## src/rtl/prescaler_prog.sv

```systemverilog
// -----------------------------------------------------------------------------
// prescaler_prog
//   Runtime-programmable clock-enable prescaler. Divides the CE input by a
//   WIDTH-bit divisor N and emits a one-CLK-wide enable pulse (CEO) every N
//   qualified CE cycles. The divisor is written through a shadow register so a
//   period in progress always finishes with the divisor it started with.
//   MODE selects free-running periodic operation or one-shot operation, where
//   each START produces exactly one CEO pulse.
//
// Ports
//   CLK          system clock, all logic on the rising edge
//   CLR_N        synchronous active-low reset
//   CE           input enable; the counter only advances when CE=1
//   DIV_IN       new divisor value N
//   DIV_LOAD     one-cycle strobe capturing DIV_IN into the shadow register
//   MODE         0 = periodic, 1 = one-shot
//   START        one-shot trigger (ignored when MODE=0)
//   CEO          output enable pulse, combinational from CE
//   COUNT        current counter value
//   BUSY         registered copy of the running condition
//   DIV_PENDING  shadow divisor captured but not yet applied
// -----------------------------------------------------------------------------
module prescaler_prog #(
    parameter int unsigned WIDTH       = 16,
    parameter int unsigned DEFAULT_DIV = 10
) (
    input  logic             CLK,
    input  logic             CLR_N,
    input  logic             CE,
    input  logic [WIDTH-1:0] DIV_IN,
    input  logic             DIV_LOAD,
    input  logic             MODE,
    input  logic             START,
    output logic             CEO,
    output logic [WIDTH-1:0] COUNT,
    output logic             BUSY,
    output logic             DIV_PENDING
);

    localparam logic [WIDTH-1:0] DIV_RESET = WIDTH'(DEFAULT_DIV);

    typedef enum logic {
        IDLE = 1'b0,
        RUN  = 1'b1
    } state_t;

    state_t           state;
    state_t           state_nxt;
    logic [WIDTH-1:0] count_nxt;
    logic [WIDTH-1:0] div_act;
    logic [WIDTH-1:0] div_shadow;
    logic [WIDTH-1:0] tc;
    logic             mode_q;
    logic             mode_chg;
    logic             run;
    logic             at_tc;
    logic             wrap;
    logic             xfer;
    logic             busy_nxt;

    // Datapath decode: terminal count, running condition and the wrap pulse.
    always_comb begin
        // A divisor of 0 behaves like 1: the counter stays at 0 and CEO follows CE.
        tc       = (div_act == '0) ? '0 : div_act - WIDTH'(1);
        mode_chg = MODE ^ mode_q;
        run      = !MODE || (state == RUN);
        at_tc    = (COUNT == tc);
        // The cycle that detects a MODE change never produces a pulse.
        wrap     = CE && run && at_tc && !mode_chg;
        CEO      = wrap && CLR_N;
        // The shadow divisor may only replace the active one at a period
        // boundary or while nothing is counting, so no short period is emitted.
        xfer     = wrap || !run;
    end

    // Next-state / next-count logic for the one-shot controller and counter.
    always_comb begin
        // NOTE: every signal gets a default before any branch; a path that leaves
        // one unassigned would infer a latch.
        state_nxt = state;
        count_nxt = COUNT;

        if (run && CE) begin
            count_nxt = at_tc ? '0 : COUNT + WIDTH'(1);
        end

        if (mode_chg) begin
            state_nxt = IDLE;
            count_nxt = '0;
        end else begin
            unique case (state)
                IDLE: begin
                    // The START cycle itself is not counted: run is still 0 here.
                    if (MODE && START) begin
                        state_nxt = RUN;
                        count_nxt = '0;
                    end
                end
                RUN: begin
                    if (wrap) begin
                        state_nxt = IDLE;
                    end
                end
                default: state_nxt = IDLE;
            endcase
        end

        // BUSY is registered, so it is computed from the state being entered.
        busy_nxt = !MODE || (state_nxt == RUN);
    end

    // NOTE: reset is synchronous and active-low, checked first inside the clocked
    // block; state is updated only with non-blocking assignments.
    always_ff @(posedge CLK) begin
        if (!CLR_N) begin
            state       <= IDLE;
            COUNT       <= '0;
            div_act     <= DIV_RESET;
            div_shadow  <= DIV_RESET;
            DIV_PENDING <= 1'b0;
            BUSY        <= 1'b0;
            // Track MODE through reset so leaving reset is not seen as a change.
            mode_q      <= MODE;
        end else begin
            state  <= state_nxt;
            COUNT  <= count_nxt;
            BUSY   <= busy_nxt;
            mode_q <= MODE;

            if (DIV_LOAD) begin
                div_shadow <= DIV_IN;
            end

            if (xfer) begin
                // A load coinciding with a transfer bypasses the shadow.
                div_act     <= DIV_LOAD ? DIV_IN : div_shadow;
                DIV_PENDING <= 1'b0;
            end else if (DIV_LOAD) begin
                DIV_PENDING <= 1'b1;
            end
        end
    end

endmodule
```

## config.mk

```make
export PLATFORM = sky130hd
export DESIGN_NAME = prescaler_prog
export DESIGN_NICKNAME = d
export VERILOG_FILES = /design/src/rtl/prescaler_prog.sv
export SDC_FILE = /design/constraint.sdc
export NUM_CORES = 1
export LEC_CHECK = 0
export ABC_AREA = 1
export CORE_ASPECT_RATIO = 0.6
export CORE_MARGIN = 3
export CORE_UTILIZATION = 40
export CTS_CLUSTER_SIZE = 28
export DETAILED_ROUTE_END_ITERATION = 16
export PLACE_DENSITY = 0.59
export SYNTH_ARGS = -nofsm -noshare
export SYNTH_HDL_FRONTEND = slang
export SYNTH_SLANG_ARGS = --single-unit
```

## constraint.sdc

```tcl
create_clock -name CLK -period 3.4 [get_ports CLK]
set_clock_uncertainty 0.15 [all_clocks]
set_input_delay 0.85 -clock CLK [delete_from_list [all_inputs] [get_ports CLK]]
set_output_delay 0.85 -clock CLK [all_outputs]
set_load 0.05 [all_outputs]
```

=== Word level (Yosys, flattened, before mapping) ===
Cells that the tools add are included.

* Flip-flop bits (word level): 52
* Input bits: 22

* Bitwise logic cells: 3
* Eq/ne operators: 1
* Reductions and logical operators: 14
* Add/sub/neg operators: 2
* Muxes and demuxes: 10

{| class="wikitable"
|+ Operators by type and width
! cell !! number
|-
| two-way mux 16 bit || 6
|-
| adder 16 x 1 -> 16 bit, second input constant || 1
|-
| equality test 16 bit || 1
|-
| zero test 16 bit || 1
|-
| subtractor 16 x 1 -> 16 bit, second input constant || 1
|-
| logical AND 1 bit || 5
|-
| OR reduction 2 bit || 2
|-
| zero test 1 bit || 3
|-
| logical OR 1 bit || 3
|-
| two-way mux 1 bit || 3
|-
| NOT 1 bit || 2
|-
| case mux 1 bit (2 select lines) || 1
|-
| bitwise XOR 1 bit || 1
|}

=== Depth between registers and ports, before layout ===
Gate-level depths: netlist (run 1).

* Word-level depth: 9
* Gate-level depth with buffers: 19
* Gate-level depth less buffers: 17

=== Worst setup path after synthesis (run 1) ===
OpenSTA, ideal clock, no wires.

* Path kind: reg2out
* From: register div_act[0]
* To: output port CEO
* Required time: 2400 ps
* Path slack: -12 ps
* Data arrival time: 2412 ps
* Stages on the path, launching flop included: 15
* Path through: dfxtp_1 > inv_1 > ha_1 > nand3_4 > nor2_2 > nand2_4 > buf_6 > nand2_1 > nand2_1 > nand2_1 > nand2_1 > nand3b_1 > nor2_1 > nand4_1 > nor2_1

* Cells in the longest elaborated chain, start to end: 6
* Elaborated cells between the ends (all ways): 7

{| class="wikitable"
|+ Ends and longest elaborated chain
! element !! RTL line !! text
|-
| start: declaration || 50 || <nowiki>logic [WIDTH-1:0] div_act;</nowiki>
|-
| start signal: assignment || 136 || <nowiki>div_act <= DIV_LOAD ? DIV_IN : div_shadow;</nowiki>
|-
| subtractor 16 x 1 -> 16 bit or zero test 16 bit (tied branches) || 64 || <nowiki>tc = (div_act == '0) ? '0 : div_act - WIDTH'(1);</nowiki>
|-
| two-way mux 16 bit * || 64 ||
|-
| equality test 16 bit * || 67 || <nowiki>at_tc = (COUNT == tc);</nowiki>
|-
| logical AND 1 bit * (2 in a row) || 69 || <nowiki>wrap = CE && run && at_tc && !mode_chg;</nowiki>
|-
| logical AND 1 bit * || 70 || <nowiki>CEO = wrap && CLR_N;</nowiki>
|-
| end: declaration || 34 || <nowiki>output logic CEO,</nowiki>
|}

Mark *: on every way between the ends. The rest lies on a longest branch, timed or not.

=== Worst setup path in the final report (run 1) ===
* From: register div_act[1]
* To: output port CEO

The elaborated chain is that of the path after synthesis.

==> results of run 1 <==
-- cells in the mapped netlist --
cell type and number:
nand3b_1 4, nor4_1 1, o21ai_1 3, nand3_4 2, buf_2 2, xor2_1 12
buf_1 1, a21oi_1 3, o21ai_0 4, nor2_1 71, and2_1 1, clkbuf_1 6
nor3_2 1, buf_6 3, nand4_4 1, xnor2_1 1, nand3_1 43, xor2_2 1
nand3_2 2, nand2_1 142, nand2_4 2, nand4_1 19, inv_1 86, ha_1 2
nor3_1 19, inv_2 5, nand4_2 1, nor2_4 3, dfxtp_1 52, buf_12 1
nor2_2 6, nand2_2 13
-- worst register-to-register path, cell delays in order (launching register included) --
cell and delay (ns):
dfxtp_1 0.31, inv_2 0.08, buf_4 0.14, nand2_2 0.11
nor2_4 0.21, buf_4 0.15, nand2_2 0.04, nand2_1 0.08
nand3_1 0.08, nand2_1 0.11, nand2_2 0.07, nor4_1 0.41
nand4_1 0.53, nand2_1 0.21, inv_1 0.05
-- logic make-up after synthesis --
| group | after synthesis | share of synthesized area [%] |
|---|---|---|
| AOI/OAI and AO/OA | 10 | 1.55 |
| xor gates and xnor gates | 14 | 4.04 |
| adders and majority gates | 2 | 0.776 |
| buffers and inverters | 104 | 13.4 |
| DFF | 52 | 32.3 |
| and+or+nand+nor | 331 | 47.9 |
-- area by class of cell --
class,count,area share (%)
repair buffers,58,13.8
clock inverters,2,0.364
inverters,91,8.27
well taps,104,3.15
multi-input cells,359,45.8
flip-flops and latches,52,25.2
clock buffers,6,3.36
-- sequential cells by signal, indices dropped and copies added (netlist names) --
name	flops
BUSY	1
div_act	16
COUNT	16
div_shadow	16
mode_q	1
state	1
DIV_PENDING	1
-- power groups by stage --
stage / Sequential [mW] / Clock [mW] / Combinational, mW
final: 0.673 / 0.532 / 0.391
after global placement: 0.683 / 0 / 0.338
after global routing: 0.677 / 0.573 / 0.442
after detailed placement: 0.683 / 0 / 0.342
after CTS: 0.670 / 0.546 / 0.371
after floorplan: 0.685 / 0 / 0.243
-- path summary, 6_finish.rpt --
kind / slack, ns / end / from / depth (start not counted)
worst min register to register: 0.33 / div_shadow[1]$_SDFF_PN1_ / div_shadow[1]$_SDFF_PN1_ / 2
worst max-delay path: 0.02 / CEO / div_act[1]$_SDFFE_PN1P_ / 12
worst min-delay path: 0.33 / div_shadow[1]$_SDFF_PN1_ / div_shadow[1]$_SDFF_PN1_ / 2
worst max register to register: 0.55 / COUNT[14]$_SDFF_PP0_ / div_act[0]$_SDFFE_PN0P_ / 14
-- per-layer routing --
layer | vias to the layer above | routed length [µm] | track usage, %
li1 | 1693 | - | -
met1 | 1430 | 4320 | 27.1
met2 | 93 | 3340 | 28.5
met3 | 16 | 587 | 5.79
met4 | 0 | 111 | 6.21
met5 | - | 0 | 0
-- timing repair --
| action | CTS | global route |
|---|---|---|
| gates cloned | 2 | 0 |
| hold endpoints to repair | 0 | 0 |
| gates resized for setup | 15 | 18 |
| pin swaps | 11 | 12 |
| endpoints found under the setup margin | 1 | 1 |
| buffers inserted | 5 | 3 |
==> qor.csv, run 1 <==
metric,value,unit
status,completed,
Sw Pwr,0.504,mW
Post-Syn Area,3220,µm²
fin area,4130,µm²
Std-Cell Rows,24,
Max Cap Viol,0,
register bit total from synthesis,52,
final cell count without fillers,672,
Lkg Pwr,1.98,nW
CTS tree,yes,
I/O pin cnt,41,
Peak VDD IR,0.201,mV
Worst setup SP type,flip-flop,
Placed Instances,654,
max-slew violations,0,
total power,1.60,mW
first-pass GRT wire length,14100,µm
final worst setup slack,0.0176,ns
core area,7540,µm²
DIE HEIGHT,75.5,µm
Post-Syn Instances,513,
most frequent cells in the layout,"nand2_1, inv_1, nor2_1",
final hold slack,0.331,ns
vias in the first global route,3032,
ANT nets after route,0,
Top delay family on crit path,simple AND/OR/NAND/NOR gates,
Final period util,99.5,%
DR pass1 iterations,5,
critical path class,reg -> out,
TritonCTS buffer count,5,
worst path cell trace,inv_2 -> ha_4 -> nand3_4 -> nor2_4 -> nand2_8 -> buf_4 -> nand4_1 -> nand4_1 -> nor2_2 -> nand4_1 -> nor2_2 -> buf_12,
final setup violation count,0,
setup slack at placement,0.0786,ns
placed inst area,3750,µm²
critical path endpoint category,output port,
WL per Instance,12.4,µm
"Avg Cell Area, Syn",6.28,µm²
Via Count,3232,
Max clock buf depth,2,
power density over the cells,387,nW/µm²
CTS root buf,clkbuf_16,
diode count,0,
number of distinct library cells after synthesis,32,
CP Data Arrival Time,2.38,ns
GRT Util Overall,19.3,%
Max Freq,296,MHz
Clk pwr share,33.4,%
Internal Pwr Total,1.09,mW
cell mode on critical path,nand4_1,
synth top area cells,"dfxtp_1, nand2_1, inv_1",
Multi-input gate area,1890,µm²
clk slew on worst S/H paths,0.07,ns
DR iter-0 viols,200,
"commonest non-fill, non-tap cell in the layout",nand2_1,
grt ovf,0,
Gate power share,24.5,%
vias per cell,4.81,
Post-layout nets,591,
delay of the slowest critical-path stage,0.33,ns
unrepaired setup endpoints after global routing,true,
DRC viols,0,
H-tree levels,2,
hold_buf cts,0,
hold crit path type,reg -> reg,
Sequential Power Share,42.1,%
Synth area leader,dfxtp_1,
RD Place Congestion,0.888,
"Area growth, synth to finish",28.1,%
Initial Utilization,42.8,%
Worst-Skew Late Latency,0.29,ns
layout cells sized above 1,16.2,%
maximum fanout along the worst path,7,
Yosys top cell area share,32.3,%
fillers,781,
DIE WIDTH,122,µm
largest net degree at the start of global routing,19,
Port Buffer Count,40,
sequential area share after synthesis,32.3,%
initial antenna violation count,0,
critical path's slowest cell,dfxtp_2,
Die Area,9210,µm²
Rel. slew slack,63.1,%
Post-Route Utilization,54.8,%
Synth Warn #,0,
CP bufs+invs,3,
Syn Nets,537,
Hold Fails Final Rpt,0,
setup_tns,0,ns
Sequential Area,1040,µm²
clock sinks,52,
post-DP HPWL,6200,µm
min Tclk post-route,3.38,ns
worst-margin pin slew,0.552,ns
Switching Share,31.6,%
Critical Path RT,2.40,ns
total wire length,8360,µm
Power figures use the tool's default switching activity.
==> inputs of run 2 (changes only) <==
SLEW_MARGIN = 0   (was unset)
clock period = 4 ns   (was 3.4 ns; I/O delays follow)
==> run 2 against run 1 <==
First-iteration DRC count up 15%. Largest cell class unchanged. Highest routed layer unchanged. Utilization down 2.8 points. Cell count fell by 2.1%.
==> qor.csv, run 2 (synthesis results as in run 1) <==
metric,value,unit,change
largest net degree at the start of global routing,32,,was 19
Final period util,94.2,%,
RD Place Congestion,0.939,,was 0.888
critical path class,reg -> out,,unchanged
clock sinks,52,,unchanged
maximum fanout along the worst path,31,,was 7
Post-Route Utilization,52.0,%,was 54.8%
Hold Fails Final Rpt,0,,unchanged
H-tree levels,2,,unchanged
status,completed,,unchanged
CP Data Arrival Time,2.62,ns,was 2.38 ns
final hold slack,0.327,ns,was 0.331 ns
final setup violation count,0,,unchanged
Initial Utilization,42.8,%,unchanged
WL per Instance,11.6,µm,was 12.4 µm
Max Cap Viol,0,,unchanged
Peak VDD IR,0.160,mV,was 0.201 mV
DR pass1 iterations,5,,unchanged
TritonCTS buffer count,5,,unchanged
core area,7540,µm²,unchanged
DIE HEIGHT,75.5,µm,unchanged
met3 WL,471,µm,was 587 µm
hold_buf cts,0,,unchanged
reg2reg path depth,15,,was 14
"commonest non-fill, non-tap cell in the layout",nand2_1,,unchanged
highest routed layer,met4,,unchanged
Worst-Skew Late Latency,0.30,ns,was 0.29 ns
Die Area,9210,µm²,unchanged
worst-margin pin slew,0.549,ns,was 0.552 ns
hold crit path type,reg -> reg,,unchanged
Std-Cell Rows,24,,unchanged
met2 wire length,2930,µm,was 3340 µm
max-slew violations,0,,unchanged
most frequent cells in the layout,"nand2_1, inv_1, nor2_1",,unchanged
hold endpoint,div_shadow[6]$_SDFF_PN0_,,was div_shadow[1]$_SDFF_PN1_
reg-to-reg critical path startpoint,div_act[0]$_SDFFE_PN0P_,,unchanged
Rel. slew slack,63.3,%,was 63.1%
Via Count,3087,,was 3232
"Area growth, synth to finish",21.7,%,was 28.1%
final worst setup slack,0.233,ns,was 0.0176 ns
total wire length,7600,µm,was 8360 µm
CTS root buf,clkbuf_16,,unchanged
final cell count without fillers,658,,was 672
Regs by FF count,"COUNT x16, div_act x16, div_shadow x16",,unchanged
fillers,778,,was 781
DR iter-0 viols,230,,was 200
vias per cell,4.69,,was 4.81
post-DP HPWL,6000,µm,was 6200 µm
setup slack at placement,0.257,ns,was 0.0786 ns
Critical Path RT,2.85,ns,was 2.40 ns
Placed Instances,647,,was 654
GRT Util Overall,17.4,%,was 19.3%
layout cells sized above 1,9.93,%,was 16.2%
unrepaired setup endpoints after global routing,false,,was true
diode count,0,,unchanged
grt ovf,0,,unchanged
Lkg Pwr,1.92,nW,was 1.98 nW
power density over the cells,347,nW/µm²,was 387 nW/µm²
critical path endpoint category,output port,,unchanged
DRC viols,0,,unchanged
Cells on Worst Hold Path,2,,unchanged
Post-layout nets,577,,was 591
I/O pin cnt,41,,unchanged
WL met1,4120,µm,was 4320 µm
Worst setup SP type,flip-flop,,unchanged
ANT nets after route,0,,unchanged
vias in the first global route,2745,,was 3032
Port Buffer Count,40,,unchanged
first-pass GRT wire length,12700,µm,was 14100 µm
clk slew on worst S/H paths,0.07,ns,about the same
initial antenna violation count,0,,unchanged
Worst R2R End,div_act[7]$_SDFFE_PN0P_,,was COUNT[14]$_SDFF_PP0_
DIE WIDTH,122,µm,unchanged
hold_sp,div_shadow[6]$_SDFF_PN0_,,was div_shadow[1]$_SDFF_PN1_
Max clock buf depth,2,,unchanged
worst reg-to-reg setup slack,1.06,ns,was 0.55 ns
min Tclk post-route,3.77,ns,
CTS tree,yes,,unchanged
setup_tns,0,ns,unchanged
Max Freq,265,MHz,
==> run 2: worst max path at each step <==
stage | from | endpoint | slack, ns | depth (start not counted)
detailed placement | MODE | CEO | 0.26 | 9
floorplan | div_act[0]$_SDFFE_PN0P_ | CEO | 0.44 | 14
CTS | div_act[0]$_SDFFE_PN0P_ | CEO | 0.02 | 15
global route | div_act[0]$_SDFFE_PN0P_ | CEO | 0.01 | 14
global placement | MODE | CEO | 0.29 | 9
finish | div_act[0]$_SDFFE_PN0P_ | CEO | 0.23 | 15
==> run 2: what timing repair did <==
action                                  in CTS  in global routing
gates resized for setup                      1                  5
pin swaps                                    0                  2
setup buffers                                0                  3
cloned                                       0                  0
endpoints found under the setup margin       1                  1
==> run 2: per-stage QoR <==
step | area [µm²] | total power, mW
after global routing | 3920 | 1.44
final | 3920 | 1.36
after detailed placement | 3700 | 0.861
after CTS | 3870 | 1.37
after global placement | 3700 | 0.860
after floorplan | 3220 | 0.789
==> run 2: final cells by class <==
| cell class | instances | area, µm² | share of cell area [%] |
|---|---|---|---|
| multi-input combinational | 357 | 1780 | 45.4 |
| clock inverter | 3 | 46.3 | 1.18 |
| clock buffer | 5 | 125 | 3.19 |
| sequential | 52 | 1040 | 26.5 |
| inverter | 91 | 342 | 8.71 |
| timing repair buffer | 46 | 455 | 11.6 |
| tap | 104 | 130 | 3.32 |
==> run 2: worst max-delay path, stage by stage, from the launching register on <==
cell and delay [ns]:
dfxtp_1 0.30, inv_1 0.18, ha_4 0.21, nand3_4 0.13, nor2_4 0.18, nand2_8 0.16, nand2_1 0.10, nand2_1 0.05
nand2_1 0.05, inv_1 0.05, nor2_2 0.14, nand3_1 0.09, nor2_1 0.09, nand4_1 0.22, nor2_2 0.23, buf_12 0.15
==> run 2: routing by layer <==
metal / vias to the layer above / track usage (%)
met5: - / 0
met4: 0 / 4.47
met3: 7 / 3.71
met2: 69 / 25.9
met1: 1351 / 25.7
li1: 1660 / -
==> run 2: power breakdown <==
part,leakage (nW),internal (mW),switching (mW),total [mW]
Sequential,0.429,0.548,0.0205,0.569
Clock,0.0804,0.298,0.205,0.502
Combinational,1.41,0.107,0.181,0.288
Total,1.92,0.953,0.406,1.36
